`src/rtl/ram_frontend_clr.sv`:
```
// RAM front-end: registered staging of core accesses to one single-port RAM,
// a power-on / software-triggered fill sweep, and a one-entry buffered loader
// write port that borrows idle RAM cycles from the core.
module ram_frontend_clr #(
   parameter int unsigned   AW          = 16,
   parameter int unsigned   DW          = 8,
   parameter int unsigned   FILL_MODE   = 0,
   parameter logic [DW-1:0] FILL_VAL    = {DW{1'b1}},
   parameter int unsigned   STRIPE_LOG2 = 7
) (
   input  logic          clk,
   input  logic          reset_n,
   input  logic          clr_req,
   output logic          clr_busy,
   output logic          clr_done,
   input  logic [AW-1:0] cpu_a,
   input  logic [DW-1:0] cpu_d,
   input  logic          cpu_cs,
   input  logic          cpu_we,
   input  logic [AW-1:0] ldr_a,
   input  logic [DW-1:0] ldr_d,
   input  logic          ldr_we,
   output logic          ldr_wait,
   output logic [AW-1:0] mem_a,
   output logic [DW-1:0] mem_d,
   output logic          mem_cs,
   output logic          mem_we
);

   typedef enum logic [0:0] {StClear, StRun} state_e;

   state_e        state_q, state_d;
   // One extra bit: cnt_q[AW] set means every address has been written and
   // the next edge finishes the sweep.
   logic [AW:0]   cnt_q, cnt_d;
   logic          buf_valid_q, buf_valid_d;
   logic [AW-1:0] buf_a_q, buf_a_d;
   logic [DW-1:0] buf_d_q, buf_d_d;
   logic [AW-1:0] mem_a_q, mem_a_d;
   logic [DW-1:0] mem_d_q, mem_d_d;
   logic          mem_cs_q, mem_cs_d;
   logic          mem_we_q, mem_we_d;
   logic          clr_busy_q, clr_busy_d;
   logic          clr_done_q, clr_done_d;
   logic          ldr_wait_q, ldr_wait_d;

   // Fill word depends only on the stripe-select address bit.
   function automatic logic [DW-1:0] fill_word(input logic stripe_bit);
      if ((FILL_MODE == 1) && stripe_bit) begin
         return ~FILL_VAL;
      end
      return FILL_VAL;
   endfunction

   // Next-state: sweep sequencing, core/loader arbitration and loader buffer.
   always_comb begin
      state_d     = state_q;
      cnt_d       = cnt_q;
      buf_valid_d = buf_valid_q;
      buf_a_d     = buf_a_q;
      buf_d_d     = buf_d_q;
      mem_a_d     = mem_a_q;
      mem_d_d     = mem_d_q;
      mem_cs_d    = 1'b0;
      mem_we_d    = 1'b0;
      clr_busy_d  = clr_busy_q;
      clr_done_d  = 1'b0;

      unique case (state_q)
         StClear: begin
            // Core, loader and clr_req are all ignored while sweeping.
            buf_valid_d = 1'b0;
            if (!cnt_q[AW]) begin
               mem_a_d  = cnt_q[AW-1:0];
               mem_d_d  = fill_word(cnt_q[STRIPE_LOG2]);
               mem_cs_d = 1'b1;
               mem_we_d = 1'b1;
               cnt_d    = cnt_q + (AW+1)'(1);
            end else begin
               cnt_d      = '0;
               clr_busy_d = 1'b0;
               clr_done_d = 1'b1;
               state_d    = StRun;
            end
         end
         StRun: begin
            clr_busy_d = 1'b0;
            if (clr_req) begin
               // Sweep wins: any core access this cycle and any buffered
               // loader write are dropped.
               state_d     = StClear;
               cnt_d       = '0;
               clr_busy_d  = 1'b1;
               buf_valid_d = 1'b0;
            end else begin
               if (cpu_cs) begin
                  mem_a_d  = cpu_a;
                  mem_d_d  = cpu_d;
                  mem_cs_d = 1'b1;
                  mem_we_d = cpu_we;
               end else if (buf_valid_q) begin
                  mem_a_d     = buf_a_q;
                  mem_d_d     = buf_d_q;
                  mem_cs_d    = 1'b1;
                  mem_we_d    = 1'b1;
                  buf_valid_d = 1'b0;
               end
               // ldr_wait_q low implies the buffer is empty, so capture and
               // drain never coincide.
               if (ldr_we && !ldr_wait_q) begin
                  buf_valid_d = 1'b1;
                  buf_a_d     = ldr_a;
                  buf_d_d     = ldr_d;
               end
            end
         end
         default: begin
            state_d = StClear;
            cnt_d   = '0;
         end
      endcase

      ldr_wait_d = (state_d == StClear) | buf_valid_d;
   end

   // State and registered outputs, synchronous active-low reset.
   always_ff @(posedge clk) begin
      if (!reset_n) begin
         state_q     <= StClear;
         cnt_q       <= '0;
         buf_valid_q <= 1'b0;
         buf_a_q     <= '0;
         buf_d_q     <= '0;
         mem_a_q     <= '0;
         mem_d_q     <= '0;
         mem_cs_q    <= 1'b0;
         mem_we_q    <= 1'b0;
         clr_busy_q  <= 1'b1;
         clr_done_q  <= 1'b0;
         ldr_wait_q  <= 1'b1;
      end else begin
         state_q     <= state_d;
         cnt_q       <= cnt_d;
         buf_valid_q <= buf_valid_d;
         buf_a_q     <= buf_a_d;
         buf_d_q     <= buf_d_d;
         mem_a_q     <= mem_a_d;
         mem_d_q     <= mem_d_d;
         mem_cs_q    <= mem_cs_d;
         mem_we_q    <= mem_we_d;
         clr_busy_q  <= clr_busy_d;
         clr_done_q  <= clr_done_d;
         ldr_wait_q  <= ldr_wait_d;
      end
   end

   assign mem_a    = mem_a_q;
   assign mem_d    = mem_d_q;
   assign mem_cs   = mem_cs_q;
   assign mem_we   = mem_we_q;
   assign clr_busy = clr_busy_q;
   assign clr_done = clr_done_q;
   assign ldr_wait = ldr_wait_q;

endmodule
```
`config.mk`:
```
export PLATFORM = sky130hd
export DESIGN_NAME = ram_frontend_clr
export DESIGN_NICKNAME = d
export VERILOG_FILES = /design/src/rtl/ram_frontend_clr.sv
export SDC_FILE = /design/constraint.sdc
export NUM_CORES = 1
export LEC_CHECK = 0
export ABC_AREA = 1
export ABC_CLOCK_PERIOD_IN_PS = 1600
export BUFFER_PORTS_ARGS = -buffer_cell sky130_fd_sc_hd__clkbuf_2
export CAP_MARGIN = 30
export CORE_MARGIN = 2
export CORE_UTILIZATION = 52
export CTS_CLUSTER_DIAMETER = 40
export DETAILED_ROUTE_END_ITERATION = 6
export MAX_ROUTING_LAYER = met4
export PLACE_DENSITY_LB_ADDON = 0.08
export SLEW_MARGIN = 20
export SYNTH_ARGS = -nofsm -noshare
export SYNTH_HDL_FRONTEND = slang
export SYNTH_SLANG_ARGS = --single-unit
```
`constraint.sdc`:
```
create_clock -name clk -period 1.6 [get_ports clk]
set_clock_uncertainty 0.05 [all_clocks]
set_input_delay 0.08 -clock clk [delete_from_list [all_inputs] [get_ports clk]]
set_output_delay 0.08 -clock clk [all_outputs]
set_load 0.01 [all_outputs]
```
==> results of run 1 <==
power groups by stage:
stage	Combinational [mW]	Clock, mW	Sequential, mW
finish	0.283	1.31	1.84
global route	0.312	1.41	1.84
CTS	0.279	1.34	1.83
detailed placement	0.211	0	1.87
global placement	0.210	0	1.87
floorplan	0.0859	0	1.88
registers in the layout (all words and copies together) (netlist names):
name,flops
cnt_q,17
buf_a_q,16
mem_a,16
buf_d_q,8
mem_d,8
buf_valid_q,1
clr_busy,1
clr_done,1
ldr_wait,1
mem_cs,1
mem_we,1
state_q,1
what timing repair did:
| item | in CTS | in global routing |
|---|---|---|
| endpoints found under the hold margin | 35 | 0 |
| setup endpoints to repair | 0 | 5 |
| gates resized for setup | 0 | 4 |
| hold buffers | 35 | 0 |
cells in the final DEF, fill, tap and decap left out, drive strengths merged, types with 15 or more instances in the layout:
| master | count |
|---|---|
| inv | 41 |
| nor2 | 48 |
| clkbuf | 93 |
| dfxtp | 72 |
| nand2 | 62 |
| o21ai | 77 |
| dlygate4sd3 | 35 |
| buf | 15 |
| a21oi | 82 |
kinds of logic (layout without fill, tap and decap cells):
group	after synthesis	in the layout	share of synthesized area (%)
AOI/OAI and AO/OA	172	172	28.0
xor gates and xnor gates	1	1	0.278
adders and majority gates	1	1	0.397
buffers and inverters	68	190	9.05
DFF	72	72	45.7
and+or+nand+nor	124	124	16.5
worst reg2reg max path: stages, from the launching register on:
cell     delay, ns
dfxtp_2       0.37
ha_1          0.19
nand2_2       0.08
nor2_1        0.10
nand2_1       0.15
o21ai_2       0.16
nand2_1       0.08
o21ai_1       0.13
inv_1         0.05
per-layer routing:
metal,routed length [um],up-vias
li1,-,1695
met1,3600,1467
met2,4270,96
met3,497,14
met4,121,0
met5,0,-
worst min path at each step:
| stage | to | slack [ns] | depth (start not counted) |
|---|---|---|---|
| 6_report | mem_a[12] | 0.002 | 3 |
| 5_1_grt | buf_a_q[3] | 0.009 | 3 |
| 4_1_cts | mem_a[12] | 0.002 | 3 |
| 3_5_place_dp | mem_d[1] | 0.29 | 3 |
| 3_3_place_gp | buf_d_q[3] | 0.28 | 3 |
| 2_1_floorplan | mem_d[0] | 0.19 | 2 |
per-stage QoR:
| stage | setup WS (ns) | area, um2 | std cells | util [%] | hold WS (ns) |
|---|---|---|---|---|---|
| 6_report | 0.134 | 4240 | 635 | 72.0 | 0.00223 |
| 5_1_grt | 0.0105 | 4240 | 635 | 72.0 | 0.00859 |
| 4_1_cts | 0.0940 | 4230 | 635 | 71.8 | 0.00183 |
| 3_5_place_dp | 0.0878 | 3690 | 584 | 62.7 | 0.286 |
| 3_3_place_gp | 0.147 | 3690 | 584 | 62.7 | 0.282 |
| 2_1_floorplan | 0.259 | 3150 | 438 | - | 0.191 |
cells in the mapped netlist:
library cell and number:
nor2_1 45, nand2_1 60, nor2_8 1, nand2_4 1
nor2_2 2, nor3_2 1, buf_1 2, nand4_1 2
nand2_2 1, ha_1 1, nand3_1 10, clkbuf_1 12
o21ai_1 11, o21bai_1 1, dfxtp_1 72, buf_2 8
buf_4 1, a31oi_1 10, o21ai_2 1, buf_6 2
nor3_1 1, clkbuf_2 1, o22ai_1 1, inv_2 3
o21ai_0 65, xor2_1 1, a21oi_1 82, inv_1 38
o211ai_1 1, clkinv_1 1
area by class of cell:
class / instances / area (um2) / share of cell area (%)
clock inverters: 5 / 31.3 / 0.738
well taps: 75 / 93.8 / 2.22
flip-flops and latches: 72 / 1440 / 34.1
repair buffers: 132 / 923 / 21.8
clock buffers: 11 / 151 / 3.57
multi-input cells: 298 / 1440 / 33.9
inverters: 42 / 158 / 3.72
==> summary.txt, run 1 <==
Worst hold path
  – Hold Crit Start: cpu_a[12]
  – Min-Delay Path Class: in -> reg

Global route
  – Met2 track demand over resource: 46.3%
  – First-pass GRT wire length: roughly 13,000 um
  – Vias in the first global route: 2,997
  – Grt peak-use layer: met2
  – Grt total ovfl: 0
  – Met3 Resource Use GR: 3.85%
  – Tot GR Track Use: 26.7%
  – Initial antenna violation count: 0
  – Largest net degree at the start of global routing: 60
  – Grt met1 use: 31.9%

Power
  – Leak Pwr: about 1.8 nW
  – Comb power frac: a little over 8%
  – Switch share: between 20% and 30%
  – Worst VDD drop: 0.000540 V
  – Clock network power share: a little under two fifths
  – Seq pwr share: 53.6%
  – Power Total: ~3.4 mW
  – P_int: 2.61 mW
  – P_sw: 813 uW
  – Pwr per Cell Area: between 800 and 900 mW/mm2

Run status
  – Status: finished clean

Logic synthesis
  – Yosys cell types: 30
  – Post-synthesis sequential area ratio: roughly 46%
  – Leading post-synthesis cells by cell area: dfxtp_1 (46%), a21oi_1 (13%), o21ai_0 (10%)
  – Cell count after synthesis: roughly 440
  – Synth area leader: dfxtp_1
  – Synthesized flop and latch total: 72
  – Syn Nets: about 490
  – Synth Warn #: 0
  – Syn avg cell area: around 7 um2
  – Synthesized area: about 0.0032 mm2
  – Top-area cell type share of the netlist area: between 40% and 50%

Critical path
  – Cell family contributing the most delay on the critical path: simple AND/OR/NAND/NOR gates
  – Worst reg2reg startpoint: cnt_q[0]
  – Crit path DAT: 1.65 ns
  – Crit Path Class: reg -> reg
  – Crit path cell chain: ha_1, nand2_2, nor2_1, nand2_1, o21ai_2, nand2_1, o21ai_1, inv_1
  – Endpoint type of the worst setup path: flop
  – CP Max Fanout: 6
  – R2R setup slack: 0.13 ns
  – R2R Path End: cnt_q[10]
  – Worst EP required: roughly 1.8 ns
  – Number of buffers and inverters on the critical path: 1
  – Slowest-stage cell, CP: dfxtp_2
  – Most used cell along the critical path: nand2_1
  – Critical path's largest stage delay: 0.37 ns
  – CP Capture Point: cnt_q[10]
  – Setup crit start: cnt_q[0]
  – CP Depth: 8
  – CP Launch Type: flop
  – R2r worst-path depth: 8

Die
  – Die ar.: between 0.006 and 0.007 mm2
  – I/O pin count: 83
  – Die Ht: between 80 and 90 um
  – Rows: 28
  – Initial Utilization: between 50 and 60%
  – Core ar.: 0.00589 mm2
  – DIE WIDTH: slightly above 80 um

CTS
  – Root buf cell: clkbuf_8
  – Post-CTS setup buffer count: 0
  – H-tree depth: 3
  – Max clock buf depth: 2
  – TritonCTS Sinks: 72
  – CTS buffer count: 9
  – CTS tree: yes
  – Clk_lat worst skew: ~0.34 ns
  – Clock transition at path regs: approximately 0.070 ns

Route
  – DRC: 0
  – Remaining antenna violation count: 0
  – Length of the first detailed-routing pass in iterations: 5
  – Mean number of vias per cell: 5.15
  – Final wirelength: ~8500 um
  – Routed WL per cell: around 13 um
  – Drt first-iter violations: roughly 150
  – Vias: approximately 3,300

Timing
  – Final cycle utilization of the critical path: between 90% and 100%
  – Achievable frequency: just under 0.7 GHz
  – Final setup TNS: 0 ns
  – Min cycle time layout: between 1 and 1.5 ns
  – Normalized max-slew margin: between 70% and 80%
  – Final Hold Viols: 0
  – Final setup vio count: 0
  – Max Slew Vio Count: 0
  – RSZ-0062 raised after global routing: false
  – Worst-Margin Slew: around 0.36 ns

Cells and area
  – Final-layout fill cell count: 510
  – Diodes inserted: 0
  – Nets: 610
  – Area Growth Syn to Fin: 34.4%
  – Share of cells above drive strength 1: between 20% and 30%

Place
  – Dpl hpwl: 5390 um
  – IO Port Bufs: 82
  – GP Congestion: just under 1

Run
  – Max_cap viols: 0
Power figures use the tool's default switching activity.
==> run 2: changes to the inputs <==
--- a/config.mk
+++ b/config.mk
@@ -10,7 +10,7 @@
 export BUFFER_PORTS_ARGS = -buffer_cell sky130_fd_sc_hd__clkbuf_2
 export CAP_MARGIN = 30
 export CORE_MARGIN = 2
-export CORE_UTILIZATION = 52
+export CORE_UTILIZATION = 45
 export CTS_CLUSTER_DIAMETER = 40
 export DETAILED_ROUTE_END_ITERATION = 6
 export MAX_ROUTING_LAYER = met4
==> run 2 against run 1 <==
The run now ends with hold timing left. Count of clock-buffer cells in the layout is 1 lower. Fmax decreased by 0.56%. Final cell count rose by 3.5%. Hold slack lost 0.0066 ns. Register-to-register slack about the same. Largest cell class unchanged. Sequential power about the same. Non-clock buffer count is 1 higher. Critical endpoint is now cnt_q[14]. Largest power group unchanged. Cell area grew 1.3%.
==> summary.txt, run 2 (same netlist as run 1, synthesis figures left out) <==
Timing
  – Final setup TNS: 0 ns
  – Min cycle time layout: roughly 1.5 ns
  – Final cycle utilization of the critical path: 92.1%
  – Final setup vio count: 0
  – Worst hold slack: -0.00440 ns
  – Achievable frequency: 0.678 GHz
  – Worst-Margin Slew: 0.371 ns
  – Final Hold Viols: 2
  – Max Slew Vio Count: 0
  – Normalized max-slew margin: around 75%

Global route
  – Largest net degree at the start of global routing: 41
  – Initial antenna violation count: 0
  – Vias in the first global route: just over 3,000
  – First-pass GRT wire length: between 10,000 and 15,000 um
  – Tot GR Track Use: about a quarter
  – Grt total ovfl: 0

Cells and area
  – Final-layout fill cell count: 610
  – Area of the multi-input gates: around 0.0014 mm2
  – Biggest register: cnt_q
  – Commonest non-fill, non-tap cells in the layout: a21oi_1 (82), clkbuf_2 (82), dfxtp_1 (70)
  – Layout Cells excl Fill: between 600 and 700
  – Nets: between 600 and 700
  – Area Growth Syn to Fin: 36.1%
  – Max reg flops: 17
  – Share of cells above drive strength 1: approximately 22%
  – FF/Latch Area: 0.00144 mm2
  – Diodes inserted: 0

Critical path
  – Worst EP required: between 1.5 and 2 ns
  – Crit Path Class: reg -> reg
  – Crit path DAT: 1.66 ns
  – Critical path's largest stage delay: 0.37 ns
  – CP Launch Type: flop
  – Most used cell along the critical path: nand2_1
  – CP Max Fanout: 6
  – Endpoint type of the worst setup path: flop
  – Cell family contributing the most delay on the critical path: simple AND/OR/NAND/NOR gates
  – Crit path cell chain: ha_1, nand2_2, nor2_1, nand2_1, nor2_2, nand3_1, nand2_1, a21oi_1
  – Worst reg2reg startpoint: cnt_q[0]
  – Number of buffers and inverters on the critical path: 0
  – Setup crit start: cnt_q[0]
  – Slowest-stage cell, CP: dfxtp_2

CTS
  – Max clock buf depth: 2
  – CTS tree: yes
  – Clock transition at path regs: roughly 0.09 ns
  – H-tree depth: 3
  – TritonCTS Sinks: approximately 70
  – CTS buffer count: 9
  – Root buf cell: clkbuf_8
  – Post-CTS setup buffer count: 0
  – Clk_lat worst skew: 0.35 ns

Worst hold path
  – Hold Crit Start: cpu_a[5]
  – Min-Delay Path Class: in -> reg

Power
  – P_sw: 852 uW
  – Worst VDD drop: 0.000594 V
  – Clock network power share: roughly 43%
  – Comb power frac: between 7 and 8%
  – Power Total: roughly 3.7 mW
  – Seq pwr share: between 40% and 50%
  – Leak Pwr: approximately 1.8 nW
  – Pwr per Cell Area: roughly 860 mW/mm2
  – Switch share: 23.0%
  – P_int: roughly 2.9 mW

Route
  – Routed WL per cell: around 13 um
  – Length of the first detailed-routing pass in iterations: 6
  – Mean number of vias per cell: between 5 and 6
  – Drt first-iter violations: approximately 150
  – DR top layer: met4
  – Wl on met1: approximately 3900 um
  – DRC: 0
  – Remaining antenna violation count: 0
  – WL met3: around 380 um
  – Final wirelength: about 8600 um
  – Met2 WL: 4220 um
  – Vias: 3,289

Run status
  – Failing checks: hold timing
  – Status: finished with violations

Die
  – Die Ht: approximately 90 um
  – Core ar.: 0.00679 mm2
  – Initial Utilization: a little under half
  – Die ar.: slightly below 0.008 mm2
  – DIE WIDTH: 87.7 um
  – Rows: 30
  – I/O pin count: 83

Place
  – GP Congestion: about 0.91
  – IO Port Bufs: just over 80
  – Placed insts: 606
  – Dpl hpwl: 5670 um

Run
  – Max_cap viols: 0
run 2: cell types whose count changed in the layout (fill, tap and decap cells not counted), moves of 2 or more:
cell,previous run,this run
bufinv_16,0,2
buf_4,11,13
clkbuf_8,11,9
clkinv_2,3,0
run 2: final cells by class:
cell class / count / share of cell area [%]
sequential: 72 / 33.7
multi-input combinational: 298 / 33.3
timing repair buffer: 133 / 21.4
inverter: 42 / 3.67
clock buffer: 10 / 2.97
tap: 96 / 2.80
clock inverter: 6 / 2.16
run 2: power by group through the flow:
stage	registers, mW	clock network [mW]	logic, mW
after floorplan	1.88	0	0.0859
after global placement	1.87	0	0.211
after detailed placement	1.87	0	0.211
after CTS	1.83	1.62	0.279
after global routing	1.84	1.72	0.311
final	1.83	1.59	0.281
run 2: what timing repair did:
| action | 4_1_cts | 5_1_grt |
|---|---|---|
| setup endpoints to repair | 0 | 4 |
| gates resized for setup | 0 | 3 |
| hold buffers | 35 | 0 |
| endpoints found under the hold margin | 35 | 0 |
run 2: stage by stage:
stage / area [um2] / util (%) / setup WS, ns
after CTS: 4280 / 63.1 / 0.0847
final: 4290 / 63.1 / 0.126
after floorplan: 3150 / - / 0.259
after global routing: 4290 / 63.1 / -0.00526
after global placement: 3710 / 54.7 / 0.151
after detailed placement: 3710 / 54.7 / 0.106
run 2: path summary, 6_finish.rpt:
check                              endpoint  cells past startpoint  slack (ns)
worst max-delay path              cnt_q[14]                      8        0.13
worst min register to register  buf_a_q[15]                      2        0.40
worst max register to register    cnt_q[14]                      8        0.13
worst min-delay path               mem_a[5]                      3      -0.004
run 2: worst register-to-register path: stages (launching register included):
cell	delay (ns)
dfxtp_2	0.37
ha_1	0.20
nand2_2	0.09
nor2_1	0.10
nand2_1	0.13
nor2_2	0.20
nand3_1	0.11
nand2_1	0.07
a21oi_1	0.05
run 2: per-layer routing:
metal / track usage [%] / vias to the layer above
li1: - / 1698
met1: 28.7 / 1498
met2: 39.9 / 82
met3: 3.86 / 11
met4: 7.27 / 0
met5: - / -
